File: src/rtl/bp_burst_to_xui_pipelined_pkg.sv
// Shared types for the BedRock burst to Xilinx XUI bridge: message header layout,
// command FSM states, read-tag and in-flight entries, and the beat-count helper.
package bp_burst_to_xui_pipelined_pkg;

  localparam int PADDR_W     = 40;
  localparam int DWORD_W     = 64;
  localparam int BLOCK_W     = 512;
  localparam int DWORD_BYTES = DWORD_W / 8;
  localparam int CNT_W       = 8;

  typedef logic [CNT_W-1:0] cnt_t;

  typedef enum logic [3:0] {
    e_bedrock_mem_rd    = 4'd0,
    e_bedrock_mem_wr    = 4'd1,
    e_bedrock_mem_uc_rd = 4'd2,
    e_bedrock_mem_uc_wr = 4'd3
  } bedrock_msg_e;

  typedef struct packed {
    bedrock_msg_e       msg_type;
    logic [2:0]         size;
    logic [PADDR_W-1:0] addr;
  } mem_header_s;

  localparam int HDR_W = $bits(mem_header_s);

  typedef enum logic [2:0] {
    e_idle     = 3'd0,
    e_rd_issue = 3'd1,
    e_wr_issue = 3'd2,
    e_wr_data  = 3'd3,
    e_wr_pad   = 3'd4
  } cmd_state_e;

  typedef enum logic [2:0] {
    e_write = 3'b000,
    e_read  = 3'b001
  } app_cmd_e;

  typedef struct packed {
    cnt_t beats_lo;
  } rd_tag_s;

  typedef struct packed {
    mem_header_s hdr;
    cnt_t        beats_lo;
  } ifl_entry_s;

  // Dwords carrying payload for a message of 2^size bytes, capped at the XUI burst.
  function automatic cnt_t calc_beats(input logic [2:0] size, input int burst_len);
    int bytes;
    int beats;
    bytes = 1 << size;
    beats = (bytes < DWORD_BYTES) ? 1 : bytes / DWORD_BYTES;
    if (beats > burst_len) begin
      beats = burst_len;
    end else begin
      beats = beats;
    end
    return cnt_t'(beats);
  endfunction

  function automatic logic is_read(input mem_header_s h);
    return (h.msg_type == e_bedrock_mem_rd) || (h.msg_type == e_bedrock_mem_uc_rd);
  endfunction

endpackage

File: src/rtl/bp_burst_to_xui_pipelined_fifo.sv
// Small one-read one-write FIFO with ready-valid push and valid-yumi pop;
// depth need not be a power of two.
module bp_burst_to_xui_pipelined_fifo #(
  parameter int width_p = 8,
  parameter int els_p   = 4
) (
  input  logic               clk_i,
  input  logic               reset_i,
  input  logic               v_i,
  input  logic [width_p-1:0] data_i,
  output logic               full_o,
  output logic               v_o,
  output logic [width_p-1:0] data_o,
  input  logic               yumi_i
);

  localparam int ptr_w_lp = (els_p > 1) ? $clog2(els_p) : 1;
  localparam int cnt_w_lp = $clog2(els_p + 1);

  logic [width_p-1:0]  mem_q [els_p];
  logic [ptr_w_lp-1:0] rptr_q, wptr_q;
  logic [cnt_w_lp-1:0] cnt_q;
  logic                push_s, pop_s;

  function automatic logic [ptr_w_lp-1:0] ptr_incr(input logic [ptr_w_lp-1:0] p);
    return (p == ptr_w_lp'(els_p - 1)) ? '0 : p + ptr_w_lp'(1);
  endfunction

  assign full_o = (cnt_q == cnt_w_lp'(els_p));
  assign v_o    = (cnt_q != '0);
  assign data_o = mem_q[rptr_q];
  assign push_s = v_i & ~full_o;
  assign pop_s  = yumi_i & v_o;

  // Storage, pointers and occupancy.
  always_ff @(posedge clk_i or posedge reset_i) begin
    if (reset_i) begin
      for (int i = 0; i < els_p; i++) begin
        mem_q[i] <= '0;
      end
      rptr_q <= '0;
      wptr_q <= '0;
      cnt_q  <= '0;
    end else begin
      if (push_s) begin
        mem_q[wptr_q] <= data_i;
        wptr_q        <= ptr_incr(wptr_q);
      end
      if (pop_s) begin
        rptr_q <= ptr_incr(rptr_q);
      end
      case ({push_s, pop_s})
        2'b10:   cnt_q <= cnt_q + cnt_w_lp'(1);
        2'b01:   cnt_q <= cnt_q - cnt_w_lp'(1);
        default: cnt_q <= cnt_q;
      endcase
    end
  end

endmodule

File: src/rtl/bp_burst_to_xui_pipelined_rd_return.sv
// XUI read-return path: beat counter, read-tag FIFO, return buffer and buffer credits.
// Every buffered beat was credit-reserved at issue, since XUI read data cannot stall.
module bp_burst_to_xui_pipelined_rd_return
  import bp_burst_to_xui_pipelined_pkg::*;
#(
  parameter int xui_burst_len_p  = 8,
  parameter int rd_outstanding_p = 4,
  parameter int rd_buf_els_p     = 16
) (
  input  logic               clk_i,
  input  logic               reset_i,
  input  logic               tag_v_i,
  input  cnt_t               tag_beats_i,
  output logic               tag_full_o,
  output cnt_t               credits_o,
  input  logic               app_rd_data_valid_i,
  input  logic               app_rd_data_end_i,
  input  logic [DWORD_W-1:0] app_rd_data_i,
  output logic               data_v_o,
  output logic [DWORD_W-1:0] data_o,
  input  logic               data_yumi_i
);

  cnt_t    rx_cnt_q, rx_cnt_d;
  cnt_t    credits_q, credits_d;
  rd_tag_s tag_head_s;
  logic    tag_v_s, tag_pop_s, rx_last_s;
  logic    buf_wr_s, buf_full_s, ret_s;

  bp_burst_to_xui_pipelined_fifo #(.width_p($bits(rd_tag_s)), .els_p(rd_outstanding_p)) u_tag_fifo (
    .clk_i  (clk_i),
    .reset_i(reset_i),
    .v_i    (tag_v_i),
    .data_i (rd_tag_s'(tag_beats_i)),
    .full_o (tag_full_o),
    .v_o    (tag_v_s),
    .data_o (tag_head_s),
    .yumi_i (tag_pop_s)
  );

  bp_burst_to_xui_pipelined_fifo #(.width_p(DWORD_W), .els_p(rd_buf_els_p)) u_buf_fifo (
    .clk_i  (clk_i),
    .reset_i(reset_i),
    .v_i    (buf_wr_s),
    .data_i (app_rd_data_i),
    .full_o (buf_full_s),
    .v_o    (data_v_o),
    .data_o (data_o),
    .yumi_i (data_yumi_i)
  );

  // The controller's end flag resynchronises the beat counter should it ever drift.
  assign rx_last_s = (rx_cnt_q == cnt_t'(xui_burst_len_p - 1)) | app_rd_data_end_i;
  assign buf_wr_s  = app_rd_data_valid_i & tag_v_s & (rx_cnt_q < tag_head_s.beats_lo) & ~buf_full_s;
  assign tag_pop_s = app_rd_data_valid_i & rx_last_s;
  assign ret_s     = data_yumi_i & data_v_o;
  assign credits_o = credits_q;

  // Next beat index within the current XUI burst.
  always_comb begin
    rx_cnt_d = rx_cnt_q;
    if (app_rd_data_valid_i) begin
      rx_cnt_d = rx_last_s ? '0 : rx_cnt_q + cnt_t'(1);
    end else begin
      rx_cnt_d = rx_cnt_q;
    end
  end

  // Reservation at issue and return on consumption may coincide; apply both.
  always_comb begin
    credits_d = credits_q + cnt_t'(ret_s) - (tag_v_i ? tag_beats_i : cnt_t'(0));
  end

  // Beat counter and credit registers.
  always_ff @(posedge clk_i or posedge reset_i) begin
    if (reset_i) begin
      rx_cnt_q  <= '0;
      credits_q <= cnt_t'(rd_buf_els_p);
    end else begin
      rx_cnt_q  <= rx_cnt_d;
      credits_q <= credits_d;
    end
  end

endmodule

File: src/rtl/bp_burst_to_xui_pipelined.sv
// BedRock memory burst to Xilinx MIG XUI bridge with pipelined reads and in-order responses.
// Define BP_BURST_TO_XUI_STATS_EN to add command and stall counters.
module bp_burst_to_xui_pipelined
  import bp_burst_to_xui_pipelined_pkg::*;
#(
  parameter int xui_burst_len_p  = BLOCK_W / DWORD_W,
  parameter int rd_outstanding_p = 4,
  parameter int rd_buf_els_p     = 2 * xui_burst_len_p
) (
  input  logic                 clk_i,
  input  logic                 reset_i,
  input  logic [HDR_W-1:0]     mem_cmd_header_i,
  input  logic                 mem_cmd_header_v_i,
  output logic                 mem_cmd_header_ready_o,
  input  logic [DWORD_W-1:0]   mem_cmd_data_i,
  input  logic                 mem_cmd_data_v_i,
  output logic                 mem_cmd_data_ready_o,
  output logic [HDR_W-1:0]     mem_resp_header_o,
  output logic                 mem_resp_header_v_o,
  input  logic                 mem_resp_header_yumi_i,
  output logic [DWORD_W-1:0]   mem_resp_data_o,
  output logic                 mem_resp_data_v_o,
  input  logic                 mem_resp_data_yumi_i,
  output logic [PADDR_W-1:0]   app_addr_o,
  output app_cmd_e             app_cmd_o,
  output logic                 app_en_o,
  input  logic                 app_rdy_i,
  output logic                 app_wdf_wren_o,
  output logic [DWORD_W-1:0]   app_wdf_data_o,
  output logic [DWORD_W/8-1:0] app_wdf_mask_o,
  output logic                 app_wdf_end_o,
  input  logic                 app_wdf_rdy_i,
  input  logic [DWORD_W-1:0]   app_rd_data_i,
  input  logic                 app_rd_data_end_i,
  input  logic                 app_rd_data_valid_i
`ifdef BP_BURST_TO_XUI_STATS_EN
  ,
  output logic [31:0]          rd_cmds_o,
  output logic [31:0]          wr_cmds_o,
  output logic [31:0]          stall_cycles_o
`endif
);

  localparam int ifl_els_lp = rd_outstanding_p + 2;

  cmd_state_e  state_q, state_d;
  mem_header_s hdr_q, hdr_d, hdr_in_s;
  cnt_t        beats_q, beats_d, wcnt_q, wcnt_d, dcnt_q, dcnt_d;
  logic        hdr_sent_q, hdr_sent_d;
  logic        tag_push_s, ifl_push_s, ifl_pop_s, ifl_full_s, ifl_v_s;
  logic        tag_full_s, buf_v_s, data_yumi_s, head_is_rd_s;
  cnt_t        credits_s;
  ifl_entry_s  ifl_head_s;

  assign hdr_in_s   = mem_header_s'(mem_cmd_header_i);
  assign app_addr_o = hdr_q.addr;
  assign app_cmd_o  = is_read(hdr_q) ? e_read : e_write;

  // Command FSM: header intake, app command issue and write-data/pad beats.
  always_comb begin
    state_d                = state_q;
    hdr_d                  = hdr_q;
    beats_d                = beats_q;
    wcnt_d                 = wcnt_q;
    mem_cmd_header_ready_o = 1'b0;
    mem_cmd_data_ready_o   = 1'b0;
    app_en_o               = 1'b0;
    app_wdf_wren_o         = 1'b0;
    app_wdf_end_o          = 1'b0;
    app_wdf_data_o         = '0;
    app_wdf_mask_o         = '0;
    tag_push_s             = 1'b0;
    ifl_push_s             = 1'b0;
    case (state_q)
      e_idle: begin
        mem_cmd_header_ready_o = ~ifl_full_s & ~reset_i;
        if (mem_cmd_header_ready_o & mem_cmd_header_v_i) begin
          hdr_d   = hdr_in_s;
          beats_d = calc_beats(hdr_in_s.size, xui_burst_len_p);
          wcnt_d  = '0;
          state_d = is_read(hdr_in_s) ? e_rd_issue : e_wr_issue;
        end else begin
          state_d = e_idle;
        end
      end
      e_rd_issue: begin
        app_en_o = ~tag_full_s & (credits_s >= beats_q);
        if (app_en_o & app_rdy_i) begin
          tag_push_s = 1'b1;
          ifl_push_s = 1'b1;
          state_d    = e_idle;
        end else begin
          state_d = e_rd_issue;
        end
      end
      e_wr_issue: begin
        app_en_o = 1'b1;
        state_d  = app_rdy_i ? e_wr_data : e_wr_issue;
      end
      e_wr_data: begin
        mem_cmd_data_ready_o = app_wdf_rdy_i;
        app_wdf_wren_o       = mem_cmd_data_v_i & app_wdf_rdy_i;
        app_wdf_data_o       = mem_cmd_data_i;
        if (app_wdf_wren_o) begin
          wcnt_d = wcnt_q + cnt_t'(1);
          if (wcnt_q == beats_q - cnt_t'(1)) begin
            if (beats_q == cnt_t'(xui_burst_len_p)) begin
              app_wdf_end_o = 1'b1;
              ifl_push_s    = 1'b1;
              state_d       = e_idle;
            end else begin
              state_d = e_wr_pad;
            end
          end else begin
            state_d = e_wr_data;
          end
        end else begin
          state_d = e_wr_data;
        end
      end
      e_wr_pad: begin
        app_wdf_wren_o = app_wdf_rdy_i;
        app_wdf_mask_o = '1;
        if (app_wdf_wren_o) begin
          wcnt_d = wcnt_q + cnt_t'(1);
          if (wcnt_q == cnt_t'(xui_burst_len_p - 1)) begin
            app_wdf_end_o = 1'b1;
            ifl_push_s    = 1'b1;
            state_d       = e_idle;
          end else begin
            state_d = e_wr_pad;
          end
        end else begin
          state_d = e_wr_pad;
        end
      end
      default: state_d = e_idle;
    endcase
  end

  // Command FSM registers.
  always_ff @(posedge clk_i or posedge reset_i) begin
    if (reset_i) begin
      state_q <= e_idle;
      hdr_q   <= '0;
      beats_q <= '0;
      wcnt_q  <= '0;
    end else begin
      state_q <= state_d;
      hdr_q   <= hdr_d;
      beats_q <= beats_d;
      wcnt_q  <= wcnt_d;
    end
  end

  bp_burst_to_xui_pipelined_fifo #(.width_p($bits(ifl_entry_s)), .els_p(ifl_els_lp)) u_ifl_fifo (
    .clk_i  (clk_i),
    .reset_i(reset_i),
    .v_i    (ifl_push_s),
    .data_i ({hdr_q, beats_q}),
    .full_o (ifl_full_s),
    .v_o    (ifl_v_s),
    .data_o (ifl_head_s),
    .yumi_i (ifl_pop_s)
  );

  bp_burst_to_xui_pipelined_rd_return #(
    .xui_burst_len_p (xui_burst_len_p),
    .rd_outstanding_p(rd_outstanding_p),
    .rd_buf_els_p    (rd_buf_els_p)
  ) u_rd_return (
    .clk_i              (clk_i),
    .reset_i            (reset_i),
    .tag_v_i            (tag_push_s),
    .tag_beats_i        (beats_q),
    .tag_full_o         (tag_full_s),
    .credits_o          (credits_s),
    .app_rd_data_valid_i(app_rd_data_valid_i),
    .app_rd_data_end_i  (app_rd_data_end_i),
    .app_rd_data_i      (app_rd_data_i),
    .data_v_o           (buf_v_s),
    .data_o             (mem_resp_data_o),
    .data_yumi_i        (data_yumi_s)
  );

  // Responses follow the in-flight FIFO head, so they leave in command order.
  assign head_is_rd_s        = is_read(ifl_head_s.hdr);
  assign mem_resp_header_o   = ifl_head_s.hdr;
  assign mem_resp_header_v_o = ifl_v_s & ~hdr_sent_q;
  assign mem_resp_data_v_o   = ifl_v_s & hdr_sent_q & buf_v_s;
  assign data_yumi_s         = mem_resp_data_yumi_i & mem_resp_data_v_o;

  // Response sequencing: header first, then beats_lo data beats for reads.
  always_comb begin
    hdr_sent_d = hdr_sent_q;
    dcnt_d     = dcnt_q;
    ifl_pop_s  = 1'b0;
    if (mem_resp_header_v_o & mem_resp_header_yumi_i) begin
      hdr_sent_d = head_is_rd_s;
      ifl_pop_s  = ~head_is_rd_s;
    end else if (data_yumi_s) begin
      if (dcnt_q == ifl_head_s.beats_lo - cnt_t'(1)) begin
        dcnt_d     = '0;
        hdr_sent_d = 1'b0;
        ifl_pop_s  = 1'b1;
      end else begin
        dcnt_d = dcnt_q + cnt_t'(1);
      end
    end else begin
      hdr_sent_d = hdr_sent_q;
    end
  end

  // Response sequencing registers.
  always_ff @(posedge clk_i or posedge reset_i) begin
    if (reset_i) begin
      hdr_sent_q <= 1'b0;
      dcnt_q     <= '0;
    end else begin
      hdr_sent_q <= hdr_sent_d;
      dcnt_q     <= dcnt_d;
    end
  end

`ifdef BP_BURST_TO_XUI_STATS_EN
  logic [31:0] rd_cmds_q, wr_cmds_q, stall_q;

  assign rd_cmds_o      = rd_cmds_q;
  assign wr_cmds_o      = wr_cmds_q;
  assign stall_cycles_o = stall_q;

  // Saturating counts of accepted app commands and credit/tag stall cycles.
  always_ff @(posedge clk_i or posedge reset_i) begin
    if (reset_i) begin
      rd_cmds_q <= '0;
      wr_cmds_q <= '0;
      stall_q   <= '0;
    end else begin
      if (app_en_o & app_rdy_i & (state_q == e_rd_issue) & (rd_cmds_q != '1)) begin
        rd_cmds_q <= rd_cmds_q + 32'd1;
      end
      if (app_en_o & app_rdy_i & (state_q == e_wr_issue) & (wr_cmds_q != '1)) begin
        wr_cmds_q <= wr_cmds_q + 32'd1;
      end
      if ((state_q == e_rd_issue) & ~app_en_o & (stall_q != '1)) begin
        stall_q <= stall_q + 32'd1;
      end
    end
  end
`endif

endmodule

File: config.mk
export PLATFORM = sky130hd
export DESIGN_NAME = bp_burst_to_xui_pipelined
export DESIGN_NICKNAME = d
export VERILOG_FILES = /design/src/rtl/bp_burst_to_xui_pipelined_pkg.sv /design/src/rtl/bp_burst_to_xui_pipelined_fifo.sv /design/src/rtl/bp_burst_to_xui_pipelined_rd_return.sv /design/src/rtl/bp_burst_to_xui_pipelined.sv
export SDC_FILE = /design/constraint.sdc
export NUM_CORES = 2
export LEC_CHECK = 0
export CORE_ASPECT_RATIO = 1.75
export CORE_MARGIN = 1
export CORE_UTILIZATION = 55
export CTS_CLUSTER_SIZE = 12
export DETAILED_ROUTE_END_ITERATION = 10
export PLACE_DENSITY = 0.75
export SLEW_MARGIN = 15
export SYNTH_ARGS = -nofsm -noshare
export SYNTH_HDL_FRONTEND = slang
export SYNTH_SLANG_ARGS = --single-unit
File: constraint.sdc
create_clock -name clk_i -period 88 [get_ports clk_i]
set_input_delay 26.4 -clock clk_i [delete_from_list [all_inputs] [get_ports clk_i]]
set_output_delay 26.4 -clock clk_i [all_outputs]
set_load 0.005 [all_outputs]
=== After elaboration in Yosys (flattened, before gate mapping) ===
Cells that the tools add are included.

* Register bits after elaboration: 1506
* Output and inout bits: 233
* Bits of input ports: 185
* Word-level logic and storage cells: 236

* Shifts and indexed selects: 1
* Reductions and logical operators: 24
* Bitwise logic cells: 35
* Muxes and demuxes: 68
* Add/subtract/negate cells: 20
* Equal/unequal tests: 30
* Magnitude comparators: 13

{| class="wikitable"
|+ Operator list
! kind !! number
|-
| 1024-bit bitwise mux || 1
|-
| 330-bit bitwise mux || 1
|-
| 64-bit binary-select mux with 4-bit select || 1
|-
| 64-bit demux with 4-bit select || 1
|-
| 64-bit two-way mux || 4
|-
| 55-bit binary-select mux with 3-bit select || 1
|-
| 55-bit demux with 3-bit select || 1
|-
| 55-bit two-way mux || 3
|-
| 8-bit two-way mux || 11
|-
| 32-bit by 1-bit adder with 32-bit output || 1
|-
| 32-bit bitwise mux || 1
|-
| 32-bit by 5-bit > comparator with 1-bit output (second input constant) || 1
|-
| 32-bit by 5-bit < comparator with 1-bit output (second input constant) || 1
|-
| 32-bit two-way mux || 1
|-
| 1-bit by 3-bit << shifter with 32-bit output (first input constant) || 1
|-
| 8-bit by 1-bit adder with 8-bit output (second input constant) || 3
|-
| 8-bit one-hot mux with 3 select lines || 1
|-
| 1-bit bitwise AND || 21
|-
| 3-bit two-way mux || 7
|-
| 1-bit two-way mux || 18
|-
| 8-bit binary-select mux with 2-bit select || 1
|-
| 8-bit demux with 2-bit select || 1
|-
| 8-bit by 3-bit == test with 1-bit output (second input constant) || 2
|-
| 8-bit == test || 2
|-
| 49 further kinds || 105
|}

=== Depth between registers and ports, before layout ===
* Depth after elaboration: 12
* Gate-level depth with buffers: 22

=== Hierarchy ===
From an unflattened synthesis, not the netlist that was laid out.

* Cells, all modules: 4832
* Area, all modules: 70951.8 um^2

{| class="wikitable"
|+ By module, submodules not included
! module !! cells each !! instances !! area each (um^2)
|-
| bp_burst_to_xui_pipelined_fifo (u_rd_return.u_buf_fifo) || 2985 || 1 || 47524.3
|-
| bp_burst_to_xui_pipelined_fifo (u_ifl_fifo) || 1053 || 1 || 15959.1
|-
| bp_burst_to_xui_pipelined || 538 || 1 || 4390.5
|-
| bp_burst_to_xui_pipelined_fifo (u_rd_return.u_tag_fifo) || 118 || 1 || 1811.7
|-
| bp_burst_to_xui_pipelined_rd_return || 138 || 1 || 1266.2
|}

=== Worst setup path before layout ===
No wires, ideal clock.

* Path kind: input -> output
* Start: input port app_wdf_rdy_i
* End: output port app_wdf_end_o
* Stages on the path: 6
* Arrival: 27.369 ns
* Path slack: 34.231 ns
* Path buffers: 0
* Path through: o2111ai_1 > a211oi_1 > o2111ai_1 > nor2_1 > a21oi_2 > inv_1

* Word-level cells in the longest chain between the ends: 3

{| class="wikitable"
|+ Ends and longest elaborated chain
! item !! RTL line !! RTL
|-
| start: declaration || bp_burst_to_xui_pipelined.sv:32 || <nowiki>input logic app_wdf_rdy_i,</nowiki>
|-
| 1-bit bitwise AND || bp_burst_to_xui_pipelined.sv:102 || <nowiki>app_wdf_wren_o = mem_cmd_data_v_i & app_wdf_rdy_i;</nowiki>
|-
| 1-bit two-way mux || bp_burst_to_xui_pipelined.sv:104 || <nowiki>if (app_wdf_wren_o) begin</nowiki>
|-
| 1-bit one-hot mux with 2 select lines (*) || bp_burst_to_xui_pipelined.sv:74 || <nowiki>case (state_q)</nowiki>
|-
| end: declaration || bp_burst_to_xui_pipelined.sv:31 || <nowiki>output logic app_wdf_end_o,</nowiki>
|}

Every way passes the cells marked *; elsewhere a longest branch is shown, timed or not.

=== Final worst setup path ===
Ends and elaborated chain as after synthesis.

==> out/results.txt <==
The run finished with clean final reports. The clock passes through at most 3 buffers. TritonCTS built the clock tree. Timing would allow up to 18.13 MHz.

The clock arrives with 23.91 ps of skew. The synthesized design contains 0 enable-type register cells. The congestion estimate from routability-driven global placement came to 0.8695. The average cell area after synthesis is 13.95 sq um, and the synthesized area is 68,380 sq um.

Measured in cells, the most critical reg-to-reg path has a length of 12. The first detailed-routing pass took 5 iterations. Entering global routing, the biggest net connects 178 pins. In this run the static leakage power is 36.82 nW.

The instance count along the most critical hold path came out at 1. Net switching is 23.43% of the power. The number of different library cells used by synthesis comes to 72. The required time at the worst-slack endpoint was 61,600 ps; the power density over the cells was 18.04 nW/um^2. The share of the Yosys chip area taken by registers is 53.91%. STA classifies the critical path startpoint as an input pin. In this run the most critical hold path is launched from u_ifl_fifo.mem_q[260]. The clock net in this run drives a total of 1,473 sinks.

The capturing element type of the critical path was a primary output. The count of input and output buffers works out to 415. The clock network is responsible for 40.7% of the overall power. The run gives 0 as the number of gates resized after cts. The number of antenna violations at the first check in global routing came out at 14. The HPWL reported at the end of detailed placement is 93,940 um. Per report_power, the combinational group accounts for 8.1% of the total. Among all flip-flop cells after synthesis, the most frequent one is sky130_fd_sc_hd__dfrtp_1. The number of cells produced by synthesis came out at 4,902. The layout has 9,394 filler cells. The worst setup path category is in2out. The logs give 0 for the count of final hold-check violations and 27.07% for the overall fraction of global-route tracks in use. After the first detailed-routing iteration, the DRC count stood at 2,371.

In this run the critical register-to-register path is launched from beats_q[1]. Setup repair after global routing left no endpoint under its margin. Clock-pin slew was measured on the worst setup and hold paths at 60 ps. The dominant cell type by area after synthesis was sky130_fd_sc_hd__dfrtp_1.

For the clock latency of the later-clocked register in the worst-skew pair, the log shows 770 ps. The analysis attributes to net switching a power of 0.0003267 W. After detailed placement, the total cell area comes to 73,150 sq um. The initial core utilization is 55.62%, and the die height is 468.4 um. The final critical-path required period works out to 55,170 ps. Final-report max-slew violation count: 0. In this run, synthesis produced a sequential element count of 1,473. Headroom to the max-slew limit came out at 24.02%. From left edge to right edge, the die measures 268.5 um.

The proportion of register bits with asynchronous set or reset after synthesis was 100.0%; the area share of the largest cell type after synthesis was 53.87%. The routed design has 165,200 um of wire. The end of the worst register-to-register path was u_ifl_fifo.mem_q[255].

The path with the worst hold slack has its endpoint at u_ifl_fifo.mem_q[260]. The wire length per cell is 24.30 um. The via count of the first global-routing pass came out at 44,690. The internal power of the cells totals 0.001068 W. Leftover overflow at the end of global routing: 0.

For flop-to-flop paths, the worst setup slack is 83,150 ps. The detail route stage leaves a number of antenna-violating nets equal to 0. Adding up every negative setup slack in the final design gives 0 ps. The tools report the CTS root buffer as sky130_fd_sc_hd__clkbuf_16.

The top fanout value on the critical path was 8. The path class of the lowest-slack min-delay path is reg2reg. The number of buffers added by the clock tree synthesis step came out at 144. The run gives 125,800 sq um as the area of the die. For the pin with the worst max-slew slack, the measured transition is 1140 ps. Of the cells placed in the final design, the portion with a size suffix greater than 1 is 36.05%.

Once the clock tree was built, the setup fixing pass inserted 0 buffers. On the final layout, the worst hold slack is 486.8 ps. After the last flow step, the layout net total stands at 5,345. The final non-filler cell area was 77,290 sq um; the number of warnings reported in the yosys synthesis log was 0. Of the available clock period, the critical path in the final layout requires 62.70%.

For the via count, the log shows 41,440. IR analysis of the VDD net gives a maximum drop of 0.00001807 V. In this run the count of I/O pins placed on the die edge is 418. The run gives 28,770 ps as the arrival time of the worst setup path.

The most common library cell in the layout ignoring fill and taps was sky130_fd_sc_hd__dfrtp_1. The number of placement rows came out at 170. Setup violations remaining at the end of the flow were counted as 0. Hold buffer count at CTS: 0. The first global-routing pass estimated 260,300 um of wire. In this run the standard cell core region covers 122,900 sq um. The top cell types in the final layout, fill and taps aside, are sky130_fd_sc_hd__dfrtp_1, sky130_fd_sc_hd__mux2_2, sky130_fd_sc_hd__clkdlybuf4s50_1. The number of maximum-capacitance violations is 0. The average vias per placed instance is 6.094. Ranked by total cell area, the synthesized netlist is headed by sky130_fd_sc_hd__dfrtp_1, sky130_fd_sc_hd__mux2_2, sky130_fd_sc_hd__mux4_2, sky130_fd_sc_hd__mux2i_1, sky130_fd_sc_hd__nand2_1. Relative to the synthesized area, the layout overhead comes to 13.03%. For this run, design rule violations remaining after detail routing come to 0. Registers are responsible for 51.2% of the overall power.

Count of H-tree levels built during CTS: 4.
-- power groups by stage --
stage / combinational [W] / clock [W] / sequential (W)
final: 0.000113 / 0.000568 / 0.000714
after global routing: 0.000126 / 0.000606 / 0.000716
after CTS: 0.000115 / 0.000581 / 0.000713
after detailed placement: 0.000114 / 0 / 0.000726
after global placement: 0.000110 / 0 / 0.000724
after floorplan: 0.0000742 / 0 / 0.000722
-- state kept, by name (all words and copies together) (netlist names) --
signal / cells
u_rd_return.credits_o: 8
u_rd_return.u_tag_fifo.cnt_q: 3
u_rd_return.u_buf_fifo.rptr_q: 4
hdr_sent_q: 1
u_rd_return.u_tag_fifo.mem_q: 20
wcnt_q: 8
app_addr_o: 40
u_rd_return.u_tag_fifo.wptr_q: 2
u_ifl_fifo.cnt_q: 3
u_rd_return.rx_cnt_q: 8
u_ifl_fifo.mem_q: 312
u_ifl_fifo.wptr_q: 3
state_q: 3
u_rd_return.u_buf_fifo.cnt_q: 5
u_ifl_fifo.rptr_q: 3
hdr_q: 7
dcnt_q: 8
u_rd_return.u_buf_fifo.mem_q: 1024
u_rd_return.u_tag_fifo.rptr_q: 2
beats_q: 5
u_rd_return.u_buf_fifo.wptr_q: 4
-- Yosys cell counts (5+ instances only) --
master	number
sky130_fd_sc_hd__nor3_1	14
sky130_fd_sc_hd__a211oi_1	7
sky130_fd_sc_hd__ha_1	44
sky130_fd_sc_hd__mux4_2	182
sky130_fd_sc_hd__a221oi_1	64
sky130_fd_sc_hd__a22oi_1	65
sky130_fd_sc_hd__mux2i_1	249
sky130_fd_sc_hd__buf_2	112
sky130_fd_sc_hd__mux2_2	1389
sky130_fd_sc_hd__nand2_1	324
sky130_fd_sc_hd__buf_4	50
sky130_fd_sc_hd__nand3_1	25
sky130_fd_sc_hd__a21o_1	14
sky130_fd_sc_hd__nor2b_1	8
sky130_fd_sc_hd__a31oi_1	5
sky130_fd_sc_hd__nand2b_1	9
sky130_fd_sc_hd__buf_1	37
sky130_fd_sc_hd__mux2_1	37
sky130_fd_sc_hd__xor2_1	15
sky130_fd_sc_hd__nor2_1	38
sky130_fd_sc_hd__nand4_1	7
sky130_fd_sc_hd__and2_1	73
sky130_fd_sc_hd__xnor2_1	20
sky130_fd_sc_hd__clkbuf_1	188
sky130_fd_sc_hd__buf_6	26
sky130_fd_sc_hd__o21a_1	6
sky130_fd_sc_hd__inv_1	47
sky130_fd_sc_hd__o21ai_0	210
sky130_fd_sc_hd__a21oi_1	82
sky130_fd_sc_hd__dfrtp_1	1472
sky130_fd_sc_hd__and3_1	7
-- stage by stage --
stage	util, %	std cells	setup WS, ps	total power [W]
floorplan	-	4903	20050	0.0007967
detailed placement	59.50	6599	32820	0.0008393
global placement	59.50	6599	32840	0.0008347
finish	62.86	6799	32830	0.001394
CTS	62.83	6793	32810	0.001409
global route	62.86	6798	32700	0.001448
-- logic make-up after synthesis --
kind of cell	synth area share, %
muxes	33.15
DFF	53.91
and+or+nand+nor	3.706
AOI/OAI and AO/OA	4.547
buffers and inverters	3.314
adders and majority gates	0.9223
xor gates and xnor gates	0.4483
other	0.005484
-- per-layer routing --
metal / global-route usage (%) / share of wire, % / routed length (um)
met1: 33.22 / 40 / 65510
met2: 47.59 / 52 / 86140
met4: 9.685 / 3.2 / 5208
met5: 0 / 0.069 / 114
met3: 4.852 / 5.0 / 8220
-- layout make-up --
type	count	area (sq um)	area share, %
Antenna cell	5	12.51	0.01619
Clock buffer	179	3911	5.061
Clock inverter	15	188.9	0.2445
Inverter	50	195.2	0.2525
Multi-Input combinational cell	2966	29380	38.01
Sequential cell	1473	36880	47.72
Tap cell	1634	2044	2.645
Timing Repair Buffer	477	4677	6.051
-- critical path, stage by stage --
cell                              delay (ps)
sky130_fd_sc_hd__clkdlybuf4s50_1         500
sky130_fd_sc_hd__o2111ai_1               150
sky130_fd_sc_hd__a211oi_1                 80
sky130_fd_sc_hd__o2111ai_1               160
sky130_fd_sc_hd__nor2_1                  100
sky130_fd_sc_hd__a21oi_2                 640
sky130_fd_sc_hd__inv_1                   150
sky130_fd_sc_hd__clkdlybuf4s50_1         590
-- worst max path at each step --
stage                              from       endpoint  slack [ps]  cells after the start
final                     app_wdf_rdy_i  app_wdf_end_o       32830                      8
after global routing      app_wdf_rdy_i  app_wdf_end_o       32700                      8
after CTS                 app_wdf_rdy_i  app_wdf_end_o       32810                      8
after detailed placement  app_wdf_rdy_i  app_wdf_end_o       32820                      8
after global placement    app_wdf_rdy_i  app_wdf_end_o       32840                      8
after floorplan                 reset_i  app_addr_o[0]       20050                      1
(Power assumes the default switching activity.)
